**config.mk**
```make
export PLATFORM = sky130hd
export DESIGN_NAME = aq_vidu_vid_wbt_mentry_flat
export DESIGN_NICKNAME = d
export VERILOG_FILES = /design/src/rtl/aq_vidu_vid_wbt_mentry_pkg.sv /design/src/rtl/aq_vidu_vid_wbt_mentry_if.sv /design/src/rtl/aq_vidu_wbt_popcnt.sv /design/src/rtl/aq_vidu_vid_wbt_mentry.sv /design/src/flat_wrapper.sv
export SDC_FILE = /design/constraint.sdc
export NUM_CORES = 1
export LEC_CHECK = 0
export CORE_UTILIZATION = 43
export DETAILED_ROUTE_END_ITERATION = 8
export GPL_TIMING_DRIVEN = 0
export MAX_ROUTING_LAYER = met4
export PLACE_DENSITY = 0.77
export SYNTH_ARGS = -nofsm -noshare
export SYNTH_HDL_FRONTEND = slang
export SYNTH_HIERARCHICAL = 1
export SYNTH_SLANG_ARGS = --single-unit
```
**constraint.sdc**
```tcl
create_clock -name forever_cpuclk -period 2.6 [get_ports forever_cpuclk]
set_clock_uncertainty 0.2 [all_clocks]
set_input_delay 0.78 -clock forever_cpuclk [delete_from_list [all_inputs] [get_ports forever_cpuclk]]
set_output_delay 0.78 -clock forever_cpuclk [all_outputs]
set_load 0.005 [all_outputs]
```
**src/rtl/aq_vidu_vid_wbt_mentry_pkg.sv**
```systemverilog
// Shared configuration for the vector write-back table entry.
// Holds the producer type encodings and the default port counts and counter width.
// Optional feature macro: AQ_VIDU_WBT_PROT_CHK_EN (protocol error checking in the entry).
package aq_vidu_vid_wbt_mentry_pkg;

    localparam logic WBT_TYPE_VLSU  = 1'b1;
    localparam logic WBT_TYPE_OTHER = 1'b0;

    localparam int unsigned DEF_CREATE_PORTS = 2;
    localparam int unsigned DEF_WB_PORTS     = 2;
    localparam int unsigned DEF_CNT_W        = 2;

endpackage

```
**src/rtl/aq_vidu_vid_wbt_mentry_if.sv**
```systemverilog
// Interface bundling the create/write-back/flush inputs and the read-out of one WBT entry.
//   master : dispatch/rtu/issue side (drives strobes, observes status)
//   slave  : the entry itself
// Optional feature macro: AQ_VIDU_WBT_PROT_CHK_EN (gives err meaning; otherwise err is 0).
interface aq_vidu_vid_wbt_mentry_if
    import aq_vidu_vid_wbt_mentry_pkg::*;
#(
    parameter int unsigned CREATE_PORTS = DEF_CREATE_PORTS,
    parameter int unsigned WB_PORTS     = DEF_WB_PORTS,
    parameter int unsigned CNT_W        = DEF_CNT_W
) ();

    logic [CREATE_PORTS-1:0] create_en;
    logic [CREATE_PORTS-1:0] create_type;
    logic [WB_PORTS-1:0]     wb_en;
    logic [WB_PORTS-1:0]     wb_type;
    logic                    rtu_vidu_flush_wbt;
    logic                    rtu_yy_xx_async_flush;

    logic                    rd_vld;
    logic                    rd_type;
    logic [CNT_W-1:0]        rd_cnt;
    logic                    rd_lsu_pend;
    logic                    full;
    logic                    wb_debug;
    logic                    err;

    modport master (
        output create_en, create_type, wb_en, wb_type,
               rtu_vidu_flush_wbt, rtu_yy_xx_async_flush,
        input  rd_vld, rd_type, rd_cnt, rd_lsu_pend, full, wb_debug, err
    );

    modport slave (
        input  create_en, create_type, wb_en, wb_type,
               rtu_vidu_flush_wbt, rtu_yy_xx_async_flush,
        output rd_vld, rd_type, rd_cnt, rd_lsu_pend, full, wb_debug, err
    );

endinterface

```
**src/rtl/aq_vidu_wbt_popcnt.sv**
```systemverilog
// Population count of a strobe vector.
//   vec_i : input bit vector (WIDTH bits)
//   cnt_o : number of set bits in vec_i
// Optional feature macro: AQ_VIDU_WBT_PROT_CHK_EN (not used here).
module aq_vidu_wbt_popcnt #(
    parameter int unsigned WIDTH = 2,
    parameter int unsigned OUT_W = $clog2(WIDTH + 1)
) (
    input  logic [WIDTH-1:0] vec_i,
    output logic [OUT_W-1:0] cnt_o
);

    always_comb begin
        cnt_o = '0;
        for (int unsigned i = 0; i < WIDTH; i++) begin
            cnt_o = cnt_o + OUT_W'(vec_i[i]);
        end
    end

endmodule

```
**src/rtl/aq_vidu_vid_wbt_mentry.sv**
```systemverilog
// Vector write-back table entry: counts outstanding producers of one vreg,
// separately counts outstanding VLSU producers, and reports readiness.
//   forever_cpuclk : core clock
//   cpurst_b       : async active-low reset
//   bus (slave)    : create/wb strobes and types, two flushes in; rd_vld, rd_type,
//                    rd_cnt, rd_lsu_pend, full, wb_debug, err out
// Optional feature macro: AQ_VIDU_WBT_PROT_CHK_EN builds the sticky protocol error
// (overflow, underflow, VLSU wb with no VLSU producer); undefined ties err to 0.
module aq_vidu_vid_wbt_mentry
    import aq_vidu_vid_wbt_mentry_pkg::*;
#(
    parameter int unsigned CREATE_PORTS = DEF_CREATE_PORTS,
    parameter int unsigned WB_PORTS     = DEF_WB_PORTS,
    parameter int unsigned CNT_W        = DEF_CNT_W
) (
    input  logic                      forever_cpuclk,
    input  logic                      cpurst_b,
    aq_vidu_vid_wbt_mentry_if.slave   bus
);

    localparam int unsigned MAX_PROD = (1 << CNT_W) - 1;
    localparam int unsigned NC_W     = $clog2(CREATE_PORTS + 1);
    localparam int unsigned NW_W     = $clog2(WB_PORTS + 1);
    localparam int unsigned SUM_W    = CNT_W + ((NC_W > NW_W) ? NC_W : NW_W) + 1;

    logic [CNT_W-1:0]        cnt_q, cnt_d;
    logic [CNT_W-1:0]        lsu_q, lsu_d;
    logic                    type_q, type_d;
    logic [NC_W-1:0]         nc, ncl;
    logic [NW_W-1:0]         nw, nwl;
    logic [CREATE_PORTS-1:0] create_lsu;
    logic [WB_PORTS-1:0]     wb_lsu;
    logic                    flush;

    // Strobes that belong to VLSU producers.
    always_comb begin
        for (int unsigned i = 0; i < CREATE_PORTS; i++) begin
            create_lsu[i] = bus.create_en[i] & (bus.create_type[i] == WBT_TYPE_VLSU);
        end
        for (int unsigned i = 0; i < WB_PORTS; i++) begin
            wb_lsu[i] = bus.wb_en[i] & (bus.wb_type[i] == WBT_TYPE_VLSU);
        end
    end

    aq_vidu_wbt_popcnt #(.WIDTH(CREATE_PORTS), .OUT_W(NC_W)) u_pc_nc  (.vec_i(bus.create_en), .cnt_o(nc));
    aq_vidu_wbt_popcnt #(.WIDTH(WB_PORTS),     .OUT_W(NW_W)) u_pc_nw  (.vec_i(bus.wb_en),     .cnt_o(nw));
    aq_vidu_wbt_popcnt #(.WIDTH(CREATE_PORTS), .OUT_W(NC_W)) u_pc_ncl (.vec_i(create_lsu),    .cnt_o(ncl));
    aq_vidu_wbt_popcnt #(.WIDTH(WB_PORTS),     .OUT_W(NW_W)) u_pc_nwl (.vec_i(wb_lsu),        .cnt_o(nwl));

    assign flush = bus.rtu_vidu_flush_wbt | bus.rtu_yy_xx_async_flush;

    // cur + add - sub, computed wide and clamped into [0, MAX_PROD] so it never wraps.
    function automatic logic [CNT_W-1:0] clamp_upd(input logic [CNT_W-1:0] cur,
                                                   input logic [SUM_W-1:0] add_n,
                                                   input logic [SUM_W-1:0] sub_n);
        logic [SUM_W-1:0] tot;
        tot = SUM_W'(cur) + add_n;
        if (sub_n > tot) begin
            return '0;
        end
        tot = tot - sub_n;
        if (tot > SUM_W'(MAX_PROD)) begin
            return CNT_W'(MAX_PROD);
        end
        return CNT_W'(tot);
    endfunction

    // Next-state: flush beats any same-cycle create/wb.
    always_comb begin
        cnt_d  = cnt_q;
        lsu_d  = lsu_q;
        type_d = type_q;
        if (flush) begin
            cnt_d  = '0;
            lsu_d  = '0;
            type_d = WBT_TYPE_OTHER;
        end else begin
            cnt_d = clamp_upd(cnt_q, SUM_W'(nc),  SUM_W'(nw));
            lsu_d = clamp_upd(lsu_q, SUM_W'(ncl), SUM_W'(nwl));
            // Highest-indexed asserted create port wins.
            for (int unsigned i = 0; i < CREATE_PORTS; i++) begin
                if (bus.create_en[i]) begin
                    type_d = bus.create_type[i];
                end
            end
        end
    end

    always_ff @(posedge forever_cpuclk or negedge cpurst_b) begin
        if (!cpurst_b) begin
            cnt_q  <= '0;
            lsu_q  <= '0;
            type_q <= WBT_TYPE_OTHER;
        end else begin
            cnt_q  <= cnt_d;
            lsu_q  <= lsu_d;
            type_q <= type_d;
        end
    end

`ifdef AQ_VIDU_WBT_PROT_CHK_EN
    logic             err_q, err_d;
    logic [SUM_W-1:0] cnt_add, lsu_add;
    logic             illegal;

    // Sticky error on overflow, underflow, or a VLSU wb with no VLSU producer.
    always_comb begin
        cnt_add = SUM_W'(cnt_q) + SUM_W'(nc);
        lsu_add = SUM_W'(lsu_q) + SUM_W'(ncl);
        illegal = (cnt_add > SUM_W'(MAX_PROD)) | (SUM_W'(nw) > cnt_add)
                | (lsu_add > SUM_W'(MAX_PROD)) | (SUM_W'(nwl) > lsu_add)
                | ((nwl != '0) & (lsu_q == '0));
        err_d   = err_q;
        if (flush) begin
            err_d = 1'b0;
        end else if (illegal) begin
            err_d = 1'b1;
        end
    end

    always_ff @(posedge forever_cpuclk or negedge cpurst_b) begin
        if (!cpurst_b) begin
            err_q <= 1'b0;
        end else begin
            err_q <= err_d;
        end
    end

    assign bus.err = err_q;
`else
    assign bus.err = 1'b0;
`endif

    // Same-cycle bypass: write-backs retiring every outstanding producer with no new create.
    assign bus.rd_vld      = (cnt_q == '0) | ((nc == '0) & (SUM_W'(nw) == SUM_W'(cnt_q)));
    assign bus.rd_type     = type_q;
    assign bus.rd_cnt      = cnt_q;
    assign bus.rd_lsu_pend = (lsu_q != '0);
    assign bus.full        = (cnt_q == CNT_W'(MAX_PROD));
    assign bus.wb_debug    = (cnt_q == '0);

endmodule

```
**src/flat_wrapper.sv**
```systemverilog
// flat-port wrapper written by rule: the top's interface ports become plain ports
module aq_vidu_vid_wbt_mentry_flat import aq_vidu_vid_wbt_mentry_pkg::*;
#(
    parameter int unsigned CREATE_PORTS = DEF_CREATE_PORTS,
    parameter int unsigned WB_PORTS     = DEF_WB_PORTS,
    parameter int unsigned CNT_W        = DEF_CNT_W
)
  (forever_cpuclk, cpurst_b, bus_create_en, bus_create_type, bus_wb_en, bus_wb_type, bus_rtu_vidu_flush_wbt, bus_rtu_yy_xx_async_flush, bus_rd_vld, bus_rd_type, bus_rd_cnt, bus_rd_lsu_pend, bus_full, bus_wb_debug, bus_err);
  aq_vidu_vid_wbt_mentry_if #(.CREATE_PORTS(CREATE_PORTS), .WB_PORTS(WB_PORTS), .CNT_W(CNT_W)) bus_i ();
  input  logic forever_cpuclk;
  input  logic cpurst_b;
  input wire logic [$bits(bus_i.create_en)-1:0] bus_create_en;
  input wire logic [$bits(bus_i.create_type)-1:0] bus_create_type;
  input wire logic [$bits(bus_i.wb_en)-1:0] bus_wb_en;
  input wire logic [$bits(bus_i.wb_type)-1:0] bus_wb_type;
  input wire logic [$bits(bus_i.rtu_vidu_flush_wbt)-1:0] bus_rtu_vidu_flush_wbt;
  input wire logic [$bits(bus_i.rtu_yy_xx_async_flush)-1:0] bus_rtu_yy_xx_async_flush;
  output wire logic [$bits(bus_i.rd_vld)-1:0] bus_rd_vld;
  output wire logic [$bits(bus_i.rd_type)-1:0] bus_rd_type;
  output wire logic [$bits(bus_i.rd_cnt)-1:0] bus_rd_cnt;
  output wire logic [$bits(bus_i.rd_lsu_pend)-1:0] bus_rd_lsu_pend;
  output wire logic [$bits(bus_i.full)-1:0] bus_full;
  output wire logic [$bits(bus_i.wb_debug)-1:0] bus_wb_debug;
  output wire logic [$bits(bus_i.err)-1:0] bus_err;
  assign bus_i.create_en = bus_create_en;
  assign bus_i.create_type = bus_create_type;
  assign bus_i.wb_en = bus_wb_en;
  assign bus_i.wb_type = bus_wb_type;
  assign bus_i.rtu_vidu_flush_wbt = bus_rtu_vidu_flush_wbt;
  assign bus_i.rtu_yy_xx_async_flush = bus_rtu_yy_xx_async_flush;
  assign bus_rd_vld = bus_i.rd_vld;
  assign bus_rd_type = bus_i.rd_type;
  assign bus_rd_cnt = bus_i.rd_cnt;
  assign bus_rd_lsu_pend = bus_i.rd_lsu_pend;
  assign bus_full = bus_i.full;
  assign bus_wb_debug = bus_i.wb_debug;
  assign bus_err = bus_i.err;
  aq_vidu_vid_wbt_mentry #(.CREATE_PORTS(CREATE_PORTS), .WB_PORTS(WB_PORTS), .CNT_W(CNT_W)) u_core (.forever_cpuclk(forever_cpuclk), .cpurst_b(cpurst_b), .bus(bus_i));
endmodule
```
==> results.md <==
* Antenna Cells at 0
* Gate count after technology mapping at 64
* Final routed wirelength across all metal layers at 1.27 mm
* Static Leakage at between 0.4 and 0.5 nW
* CTS tree: built
* Number of global-route vias before repair at 546
* CTS Sinks at 5
* Overall power at 0.479 mW
* Register area at 125 um^2
* Post-synthesis cell area at 579 um^2
* Via total after detailed routing at between 500 and 600
* Core footprint at about 0.0012 mm^2
* DIE WIDTH at slightly below 40 um
* Count of fill cells added during filler insertion at 75
* Initial core utilization at 49.5%
* Synth area leaders: sky130_fd_sc_hd__ha_1, sky130_fd_sc_hd__dfrtp_1, sky130_fd_sc_hd__fa_1
* Critical path arrival at 2.92 ns
* Total Routing Usage GR at 20.6%
* Vias/cell at 5.03
* Largest vdd supply drop at 0.000288 V
* Number of max-cap violations at 0
* Warnings from Yosys at 6
* Number of distinct library cells after synthesis at 17
* Placement Setup Slack at -1.07 ns
* Detail-routed net length per standard cell at 12.4 um
* HPWL after detailed placement at 914 um
* Number of rows created at floorplan at 12
* Count of endpoints failing setup in the final report at 4
* Total Nets Final at roughly 120
* Top cell type's share of synthesized area at 25.9%
* Routability-driven placement congestion ratio at 0.739
* Async set-reset flop share out of synthesis at 100%
* CP Launch Type: input port
* Wire length of the first global-routing pass at 2.06 mm
* Final core utilization at 84.7%
* CP required at 2.56 ns
* Final standard cell count with taps included and fillers excluded at 103
* Post-route ant nets at 0
* Clock period minus worst slack at 2.95 ns
* Starting DRC count in detailed routing at 6
* Number of top-level design ports at 20
* DRC at 0
* RSZ-0062 raised after global routing: yes
* Hold-fix buffers at CTS at 0
* EDFF count, synth at 0
* Top flip-flop cell by instance count after synthesis: sky130_fd_sc_hd__dfrtp_1
* Outcome: complete, but fails checks
* Leading cell type by number of instances after synthesis: sky130_fd_sc_hd__inv_1
* Skew-Pair Late Insertion Delay at 0.24 ns
* Maximum clock insertion buffer count at 2
* Violations in the final reports: setup timing
* Antenna violations before repair at 0
* Maximum level of the CTS H-tree at 1
* Flop and latch count out of synthesis at 5
* Worst min-delay path category: flop to flop
* Total count of hold-check failures in the final report at 0
* Most instantiated cells after synthesis: sky130_fd_sc_hd__inv_1, sky130_fd_sc_hd__ha_1, sky130_fd_sc_hd__a21oi_1, sky130_fd_sc_hd__and2_1, sky130_fd_sc_hd__dfrtp_1
* Die height at 38.7 um
* Power density over the cells at just under 500 mW/mm^2
* Share of final-layout standard cells stronger than drive strength 1 at 47.2%
* Number of pins exceeding their max-slew limit in the final report at 0
* Category of the critical setup timing path: input port to flop
* Sequential-to-total area share from yosys stat at between 20% and 30%
* Area growth, synth to finish at 71.3%
* Multi-input logic area at approximately 550 um^2
* Avg Synthesized Cell Area at 9.05 um^2
* Ratio of final minimum period to clock period at 114%
* Full die area at 0.00150 mm^2
* Pin count of the biggest net entering global routing at 7
* Largest driver fanout on the critical path at 2
* Total global routing overflow at 0
* TritonCTS Buffers at 3
* Number of input and output port buffers inserted at 18
* Achievable Freq at 339 MHz
* Worst setup slack after layout at -0.352 ns
* Clock transition at the register clock pins on the worst setup and hold paths after CTS at 0.05 ns
* Placed insts at 96
* Synth area leader: sky130_fd_sc_hd__ha_1
* Net count after synthesis at 92
* Worst Hold Margin at 0.454 ns
* Clock Root Buffer: sky130_fd_sc_hd__clkbuf_4
* Number of search-and-repair iterations in the first detailed-routing pass at 4
* Element type at the critical path end: flop
[layout by cell type, fill, tap and decap left out, drive strengths merged]
cell / Yosys / layout
o22ai: 1 / 1
o21a: 1 / 1
a21oi: 5 / 5
nor2: 4 / 4
o31a: 2 / 2
clkbuf: 0 / 4
mux2i: 1 / 1
ha: 12 / 12
or3: 2 / 2
or2: 1 / 1
clkdlybuf4s50: 0 / 11
dfrtp: 5 / 5
conb: 1 / 1
o21ai: 2 / 2
fa: 4 / 4
inv: 14 / 14
and2: 5 / 5
buf: 1 / 11
nor2b: 3 / 3
[timing repair]
item                       CTS  global route
buffers inserted             3             0
pin swaps                   15            14
resized for setup           40            19
setup endpoints to repair    5             5
[path summary, 6_finish.rpt]
| kind | from | cells after the start | slack, ns | end |
|---|---|---|---|---|
| min reg2reg | u_core/bus.rd_type | 3 | 0.45 | u_core/bus.rd_type |
| max | bus_create_type[0] | 10 | -0.35 | u_core/lsu_q[0] |
| max in group asynchronous | cpurst_b | 1 | 1.46 | u_core/lsu_q[0] |
| min | u_core/bus.rd_type | 3 | 0.45 | u_core/bus.rd_type |
| max reg2reg | u_core/bus.rd_cnt[0] | 7 | 0.14 | u_core/bus.rd_cnt[0] |
| min in group asynchronous | cpurst_b | 1 | 0.56 | u_core/bus.rd_type |
[state kept, by name (all words and copies together), names as in the netlist]
| name | cells |
|---|---|
| u_core/bus.rd_cnt | 2 |
| u_core/lsu_q | 2 |
| u_core/bus.rd_type | 1 |
[cell type report]
type	count	share of cell area (%)
clock buffers	4	2.65
plain buffers	1	0.757
multi-input cells	44	55.7
flip-flops and latches	5	12.6
inverters	14	5.30
well taps	14	1.77
repair buffers	21	21.2
[per-layer routing]
layer,routed length [um],track usage [%]
met3,52,0
met5,0,-
met4,0,10.3
met2,635,37.9
met1,586,22.9
[where the power goes]
part / total [mW] / internal [mW] / switching (mW)
registers: 0.102 / 0.0881 / 0.0135
clock network: 0.0898 / 0.0580 / 0.0318
logic: 0.288 / 0.166 / 0.122
[metrics by stage]
step	TNS (ns)	instance area, um^2
3_5_place_dp	-4.87	842
4_1_cts	-1.30	912
2_1_floorplan	-1.41	644
6_report	-1.14	992
5_1_grt	-1.35	992
3_3_place_gp	-4.71	842
[critical path: stages]
cell and delay [ns]:
sky130_fd_sc_hd__buf_6 0.09, sky130_fd_sc_hd__and2_4 0.15, sky130_fd_sc_hd__ha_4 0.24, sky130_fd_sc_hd__ha_4 0.15, sky130_fd_sc_hd__inv_2 0.05, sky130_fd_sc_hd__fa_2 0.47
sky130_fd_sc_hd__fa_2 0.37, sky130_fd_sc_hd__ha_4 0.16, sky130_fd_sc_hd__or3_4 0.34, sky130_fd_sc_hd__a21oi_2 0.11
[kinds of logic after synthesis]
logic type / synth area share, %
DFF: 21.6
AOI/OAI and AO/OA: 11.4
and+or+nand+nor: 14.5
other: 0.647
adders and majority gates: 39.7
buffers and inverters: 10.4
muxes: 1.73
Power figures use the tool's default switching activity.
